**src/rtl/cmd_proc_pkg.sv**
```systemverilog
// Shared types and constants for the cmd_proc command processor.
// Build option FAST_SIM_EN selects a coarse speed increment so ramps finish quickly.
package cmd_proc_pkg;

  typedef enum logic [3:0] {
    OP_CAL  = 4'h2,
    OP_HEAD = 4'h4
  } opcode_e;

  typedef enum logic [2:0] {
    IDLE,
    CAL,
    HEAD,
    RAMP_UP,
    RAMP_DN
  } state_e;

  localparam logic        [9:0]  FRWRD_MAX = 10'h2A0;
  localparam logic signed [11:0] HDNG_TOL  = 12'sh030;
  localparam logic        [7:0]  RESP_ACK  = 8'hA5;
  localparam logic        [7:0]  RESP_NACK = 8'h5A;

`ifdef FAST_SIM_EN
  localparam logic [9:0] FRWRD_INC = 10'h020;
`else
  localparam logic [9:0] FRWRD_INC = 10'h003;
`endif

  // Ramp down runs at twice the ramp-up rate.
  localparam logic [9:0] FRWRD_DEC = {FRWRD_INC[8:0], 1'b0};

  function automatic logic [11:0] hdng_decode(input logic [7:0] code);
    return (code == 8'h00) ? 12'h000 : {code, 4'hF};
  endfunction

endpackage

```
**src/rtl/cmd_line_cnt.sv**
```systemverilog
// Counts rising edges of the centre line sensor while enabled; clr restarts the count.
module cmd_line_cnt (
  input  logic       clk,
  input  logic       rst_n,
  input  logic       clr,
  input  logic       en,
  input  logic       cntr_ir,
  output logic [4:0] line_cnt
);

  logic cntr_ir_q;

  always_ff @(posedge clk or negedge rst_n) begin
    if (!rst_n) begin
      cntr_ir_q <= 1'b0;
      line_cnt  <= 5'd0;
    end else begin
      cntr_ir_q <= cntr_ir;
      if (clr)
        line_cnt <= 5'd0;
      else if (en && cntr_ir && !cntr_ir_q)
        line_cnt <= line_cnt + 5'd1;
    end
  end

endmodule

```
**src/rtl/cmd_proc.sv**
```systemverilog
// Command processor: decodes UART commands, runs calibration and heading/ramp moves, sends ACK/NACK.
// Build option FAST_SIM_EN (see cmd_proc_pkg) shortens the speed ramps.
module cmd_proc
  import cmd_proc_pkg::*;
(
  input  logic        clk,
  input  logic        rst_n,
  input  logic [15:0] cmd,
  input  logic        cmd_rdy,
  output logic        clr_cmd_rdy,
  input  logic        cal_done,
  input  logic [11:0] error,
  input  logic        cntrIR,
  output logic        strt_cal,
  output logic [11:0] dsrd_hdng,
  output logic [9:0]  frwrd,
  output logic        moving,
  output logic        send_resp,
  output logic [7:0]  resp
);

  state_e      state, state_nxt;
  logic [3:0]  squares;
  logic [4:0]  line_cnt;
  logic        load_hdng;
  logic        strt_cal_nxt;
  logic        resp_req;
  logic [7:0]  resp_val;
  logic        resp_pend;
  logic [7:0]  pend_val;
  logic        err_ok;
  logic        at_target;

  assign moving    = (state == HEAD) || (state == RAMP_UP) || (state == RAMP_DN);
  assign err_ok    = ($signed(error) < HDNG_TOL) && ($signed(error) > -HDNG_TOL);
  assign at_target = (line_cnt == {squares, 1'b0});

  cmd_line_cnt u_line_cnt (
    .clk     (clk),
    .rst_n   (rst_n),
    .clr     (load_hdng),
    .en      (moving),
    .cntr_ir (cntrIR),
    .line_cnt(line_cnt)
  );

  always_ff @(posedge clk or negedge rst_n) begin
    if (!rst_n)
      state <= IDLE;
    else
      state <= state_nxt;
  end

  always_comb begin
    state_nxt    = state;
    clr_cmd_rdy  = 1'b0;
    strt_cal_nxt = 1'b0;
    load_hdng    = 1'b0;
    resp_req     = 1'b0;
    resp_val     = RESP_ACK;
    case (state)
      IDLE: begin
        if (cmd_rdy) begin
          clr_cmd_rdy = 1'b1;
          if (cmd[15:12] == OP_CAL) begin
            strt_cal_nxt = 1'b1;
            state_nxt    = CAL;
          end else if (cmd[15:12] == OP_HEAD) begin
            load_hdng = 1'b1;
            state_nxt = HEAD;
          end else begin
            resp_req = 1'b1;
            resp_val = RESP_NACK;
          end
        end
      end
      CAL: begin
        if (cal_done) begin
          resp_req  = 1'b1;
          state_nxt = IDLE;
        end
      end
      HEAD: begin
        // A zero-square move is just a turn, so it finishes once aligned.
        if (err_ok) begin
          if (squares == 4'd0) begin
            resp_req  = 1'b1;
            state_nxt = IDLE;
          end else begin
            state_nxt = RAMP_UP;
          end
        end
      end
      RAMP_UP: begin
        if (at_target)
          state_nxt = RAMP_DN;
      end
      RAMP_DN: begin
        if (frwrd == 10'd0) begin
          resp_req  = 1'b1;
          state_nxt = IDLE;
        end
      end
      default: state_nxt = IDLE;
    endcase
  end

  always_ff @(posedge clk or negedge rst_n) begin
    if (!rst_n) begin
      frwrd     <= 10'd0;
      dsrd_hdng <= 12'h000;
      squares   <= 4'd0;
      strt_cal  <= 1'b0;
    end else begin
      strt_cal <= strt_cal_nxt;
      if (load_hdng) begin
        dsrd_hdng <= hdng_decode(cmd[11:4]);
        squares   <= cmd[3:0];
      end
      case (state)
        RAMP_UP: frwrd <= (frwrd > FRWRD_MAX - FRWRD_INC) ? FRWRD_MAX : frwrd + FRWRD_INC;
        RAMP_DN: frwrd <= (frwrd < FRWRD_DEC) ? 10'd0 : frwrd - FRWRD_DEC;
        default: frwrd <= 10'd0;
      endcase
    end
  end

  // A response requested right behind another pulse waits one cycle in a
  // single-entry holding slot so send_resp never stays high twice in a row.
  always_ff @(posedge clk or negedge rst_n) begin
    if (!rst_n) begin
      send_resp <= 1'b0;
      resp      <= RESP_ACK;
      resp_pend <= 1'b0;
      pend_val  <= RESP_ACK;
    end else begin
      send_resp <= 1'b0;
      if (!send_resp && (resp_pend || resp_req)) begin
        send_resp <= 1'b1;
        resp      <= resp_pend ? pend_val : resp_val;
        resp_pend <= resp_pend && resp_req;
        if (resp_pend && resp_req)
          pend_val <= resp_val;
      end else if (resp_req) begin
        resp_pend <= 1'b1;
        pend_val  <= resp_val;
      end
    end
  end

endmodule

```
**config.mk**
```make
export PLATFORM = sky130hd
export DESIGN_NAME = cmd_proc
export DESIGN_NICKNAME = d
export VERILOG_FILES = /design/src/rtl/cmd_proc_pkg.sv /design/src/rtl/cmd_line_cnt.sv /design/src/rtl/cmd_proc.sv
export SDC_FILE = /design/constraint.sdc
export NUM_CORES = 1
export LEC_CHECK = 0
export BUFFER_PORTS_ARGS = -buffer_cell sky130_fd_sc_hd__buf_4
export CAP_MARGIN = 20
export CORE_UTILIZATION = 30
export CTS_CLUSTER_DIAMETER = 50
export DETAILED_ROUTE_END_ITERATION = 12
export GPL_TIMING_DRIVEN = 0
export PLACE_DENSITY = 0.5
export SLEW_MARGIN = 20
export SYNTH_ARGS = -nofsm -noshare
export SYNTH_HDL_FRONTEND = slang
export SYNTH_SLANG_ARGS = --single-unit
```
**constraint.sdc**
```tcl
create_clock -name clk -period 2.15 [get_ports clk]
set_clock_uncertainty 0.2 [all_clocks]
set_input_delay 0.645 -clock clk [delete_from_list [all_inputs] [get_ports clk]]
set_output_delay 0.645 -clock clk [all_outputs]
set_load 0.05 [all_outputs]
```
-- Word-level counts from Yosys, hierarchy flattened
Cells that the tools add are included.
- eq/ne operators: 14
- reductions and logical operators: 18
- add/subtract/negate cells: 3
- mux-type cells: 43
- magnitude comparators: 4
- operators with widths (cell ; number):
    $mux W8 ; 8
    $mux W3 ; 7
    $mux W10 ; 2
    $pmux W10 S2 ; 1
    $mux W1 ; 19
    $pmux W3 S5 ; 1
    $gt A12 B7 Y1 const B ; 1
    $lt A12 B7 Y1 const B ; 1
    $mux W12 ; 1
    $add A10 B2 Y10 const B ; 1
    $gt A10 B10 Y1 const B ; 1
    $logic_not A10 Y1 ; 1
    $lt A10 B3 Y1 const B ; 1
    $mux W5 ; 2
    $sub A10 B3 Y10 const B ; 1
    $logic_not A8 Y1 ; 1
    $ne A2 B2 Y1 const B ; 4
    $eq A3 B2 Y1 const B ; 2
    $reduce_and A6 Y1 ; 1
    $add A5 B1 Y5 const B ; 1
    $eq A5 B5 Y1 ; 1
    $logic_and A1 B1 Y1 ; 5
    $eq A4 B2 Y1 const B ; 1
    $eq A4 B3 Y1 const B ; 1
    other kinds (12) ; 17
- output and inout bits: 34
- register bits: 54

-- Logic depth before layout (Yosys ltp)
- depth after elaboration: 9
- gate-level depth with buffers: 8
- depth with buffers taken out: 7

-- Hierarchy
From an unflattened synthesis, not the netlist that was laid out.
- cell total of the unflattened synthesis: 244
- area total of the unflattened synthesis: 2371.0 sq um
- modules (own cells, without submodules) (module ; cells each ; area an instance (sq um) ; sequential area each (sq um) ; instances):
    cmd_proc ; 221 ; 2098.3 ; 828.3 ; 1
    cmd_line_cnt ; 23 ; 272.8 ; 150.1 ; 1

-- Worst setup path after synthesis
No wires, ideal clock.
- path kind: flip-flop to flip-flop
- start point: register frwrd[1]
- end point: register frwrd[4]
- stages on the path, launching flop included: 9
- data arrival time: 2.154 ns
- setup time: 0.124 ns
- slack: -0.328 ns
- path buffers: 1
- cell sequence: dfrtp_1 -> inv_1 -> ha_1 -> and4b_4 -> a311o_1 -> a21o_1 -> buf_6 -> o22ai_1 -> a211o_1
- longest elaborated chain between the ends: 3
- RTL lines (what ; line ; text):
    from (decl) ; cmd_proc.sv:16 ; output logic [9:0] frwrd,
    from (signal assigned) ; cmd_proc.sv:121 ; RAMP_UP: frwrd <= (frwrd > FRWRD_MAX - FRWRD_INC) ? FRWRD_MAX : frwrd + FRWRD_INC;
    from (signal assigned) ; cmd_proc.sv:122 ; RAMP_DN: frwrd <= (frwrd < FRWRD_DEC) ? 10'd0 : frwrd - FRWRD_DEC;
    $sub A10 B3 Y10, or another cell as far along ; cmd_proc.sv:122 ;
    $mux W10, on equally long branches ; cmd_proc.sv:122, cmd_proc.sv:121 ;
    $pmux W10 S2 * ; cmd_proc.sv:120 ; case (state)
Every way passes the cells marked *; elsewhere a longest branch is shown, timed or not.
A chain may end at the register's enable or synchronous reset.

-- Final worst setup path
- start point: register state[1]
- end point: output moving
- longest elaborated chain between the ends: 3
- RTL lines (what ; line ; text):
    from (decl) ; cmd_proc.sv:22 ; state_e state, state_nxt;
    from (signal assigned) ; cmd_proc.sv:51 ; state <= state_nxt;
    $eq A3 B2 Y1 ; cmd_proc.sv:34 ; assign moving = (state == HEAD) || (state == RAMP_UP) || (state == RAMP_DN);
    $logic_or A1 B1 Y1 ; cmd_proc.sv:34 ;
    $logic_or A1 B1 Y1 * ; cmd_proc.sv:34 ;
    to (decl) ; cmd_proc.sv:17 ; output logic moving,
Marks and branches as above.

==> results.md <==
* Drt pass-1 iters at 8
* Post-synth top area share at 38.9%
* Commonest non-fill, non-tap cell in the layout: buf_4
* Slowest CP cell: dfrtp_2
* Req. time, crit path at 1.30 ns
* Filler Cells Inserted at 757
* Chip width at 91.0 um
* Initial core utilization at 30.9%
* Root Driver: clkbuf_8
* Seq cells post-synth at 39
* Internal at 2.21 mW
* Post-route setup slack at -0.104 ns
* CTS Sinks at 39
* Boundary pin count at 67
* Pwr/cell area at 1190 nW/um^2
* Setup TNS at -0.104 ns
* First DRT Iteration DRCs at 51
* ANT cells at 0
* Hold buffer count at cts at 0
* Clock transition at path regs at 0.08 ns
* Cts bufs inserted at 5
* Worst Setup Start Kind: register
* Post-Place Worst Slack at -0.234 ns
* HPWL after DPL at 3980 um
* Congestion Overflow GR at 0
* Post-synth cell types at 62
* Max Fclk at 0.444 GHz
* Sequential area share after synthesis at 41.1%
* Number of remaining DRC errors at 1
* Synthesized area at 2380 um^2
* CTS tree: done
* Clk buf depth at 2
* Crit-path cells: or3b_4 -> nand2_4 -> buf_8
* Post-synth ARST share at 100%
* Number of cells in the design after placement at 424
* CP endpoint kind: output port
* Sw Pwr at 1.83 mW
* Worst Hold Slack at 0.112 ns
* Layout cell share with drive strength beyond 1 at 43.3%
* Yosys warning count at 0
* Initial antenna violation count at 0
* Sequential Power Share at 30.1%
* IR drop worst, VDD at 0.603 mV
* Slew @ Worst Pin at 0.529 ns
* Fin cells at 453
* Slew Viols, Final at 0
* Top post-synthesis cells by area: dfrtp_1 39%, nand2_1 8.2%, xor2_1 4.1%, buf_4 3.8%, nor2_1 3.3%
* Area grow syn2layout at 42.1%
* IO buf count at 66
* Grt met2 use at 23.4%
* Grt peak-use layer: met2
* Final setup viols at 1
* Gr usage total at 14.6%
* Unrepaired setup endpoints after global routing: true
* Ys flop type: dfrtp_1
* Synth Area per Inst at 9.29 um^2
* Max-Cap Viols at 0
* # nets final at 389
* Failing checks: DRC, setup timing
* Clock power share at 15.6%
* Post-synthesis cell count at 256
* Core Area at 7690 um^2
* P_leak at 1.64 nW
* First-pass GRT wire length at 9670 um
* GR met3 Demand/Resource at 3.94%
* Final worst-path cycle share at 105%
* Final ANT Viol Nets at 0
* Number of flops mapped to enable cells by yosys at 0
* Fin. Hold Viols at 0
* Clk_lat worst skew at 0.30 ns
* Fin util at 44.0%
* FP Rows at 32
* Vias in the first global route at 2071
* Routed wire per std cell at 12.6 um
* GR Util met1 at 18.6%
* Yosys top cell by area: dfrtp_1
* Via/cell ratio at 4.67
* Crit path DAT at 1.41 ns
* Vias at 2116
* Mapped Nets at 295
* Largest net degree at the start of global routing at 40
* Combinational Power Share at 54.3%
* Final min period at 2.25 ns
* Max_slew headroom at 64.7%
* Sw Share at 45.4%
* Commonest non-fill, non-tap cells in the layout: 97 x buf_4, 51 x nand2_1, 31 x dfrtp_1
* CP peak stage delay at 0.46 ns
* Hold/Removal Path Class: input pin to async pin
* Post-Route WL at 5690 um
* GP Congestion at 0.780
* CP Max Fanout at 7
* WS Path Type: register to output port
* Outcome: finished with violations
* Die H at 91.0 um
* CTS H-Tree Depth at 2
* Die area at 8290 um^2
==> cell type report <==
class	count	area [um^2]	share of cell area, %
Inverter	9	41.3	1.22
Clock inverter	3	43.8	1.30
Clock buffer	5	68.8	2.04
Sequential cell	39	986	29.2
Buffer	19	145	4.29
Timing Repair Buffer	89	681	20.1
Multi-Input combinational cell	187	1290	38.1
Tap cell	102	128	3.77
==> cell usage after synthesis (all sizes together), types with 2 or more instances <==
cell type,instances
nand2,52
mux2i,2
nor3,7
nor2b,3
o22ai,10
or3b,2
a21o,3
dfrtp,37
a21boi,2
a211o,2
o21ai,3
o21a,2
nor2,21
nand4,4
o311ai,2
xnor2,5
buf,20
dfstp,2
nor4b,2
xor2,11
ha,6
nor4,8
a31oi,2
nand3,2
nand2b,5
or2,2
a211oi,2
inv,8
o31ai,2
a21oi,8
==> cells by family after synthesis <==
family,count (synthesis),synth area share [%]
mux,3,1.32
simple gates,115,25.4
compound gates,46,14.6
flops,39,41.1
xor+xnor,16,5.89
buf+inv,30,8.05
fa+ha+maj,7,3.63
==> flip-flops by register name (all words and copies together) (netlist names) <==
name and count:
u_line_cnt.line_cnt 5, resp_pend 1, resp 2, strt_cal 1, dsrd_hdng 9, squares 4, state 3, frwrd 10
pend_val 2, send_resp 1, u_line_cnt.cntr_ir_q 1
==> power by group through the flow <==
stage / combinational (mW) / sequential (mW) / clock, mW
6_report: 2.19 / 1.21 / 0.632
2_1_floorplan: 1.15 / 1.54 / 0
5_1_grt: 2.37 / 1.25 / 0.684
4_1_cts: 2.13 / 1.21 / 0.657
3_3_place_gp: 2.05 / 1.19 / 0
3_5_place_dp: 2.07 / 1.19 / 0
==> metal layers <==
metal	wire length (um)	share of wire (%)
met3	286	5.0
met2	2690	47
met5	0	0
met4	97	1.7
met1	2610	46
==> through the flow <==
| stage | area, um^2 | total power [mW] |
|---|---|---|
| 2_1_floorplan | 2400 | 2.69 |
| 3_3_place_gp | 3030 | 3.23 |
| 3_5_place_dp | 3030 | 3.26 |
| 4_1_cts | 3220 | 3.99 |
| 5_1_grt | 3380 | 4.30 |
| 6_report | 3380 | 4.04 |
==> worst paths after layout <==
path | from | to | slack, ns | depth (start not counted)
hold reg to reg | pend_val[5] | pend_val[5] | 0.27 | 2
min in group clk | cntrIR | u_line_cnt.cntr_ir_q | 0.26 | 1
hold / removal | rst_n | frwrd[0] | 0.11 | 1
setup reg to reg | frwrd[1] | frwrd[4] | 0.05 | 8
setup / recovery | state[1] | moving | -0.10 | 3
max in group asynchronous | rst_n | frwrd[3] | 1.24 | 1
==> repair_timing <==
item | 4_1_cts | 5_1_grt
pin swaps | 3 | 5
setup buffers | 7 | 15
gates resized for setup | 11 | 11
endpoints found under the setup margin | 3 | 26
gates cloned | 0 | 1
==> critical path: cells and delay by family, from the launching register on <==
family                 cells  cell delay, ns
buffers and inverters      1            0.14
and+or+nand+nor            2            0.50
DFF                        1            0.46
Power figures use the tool's default switching activity.
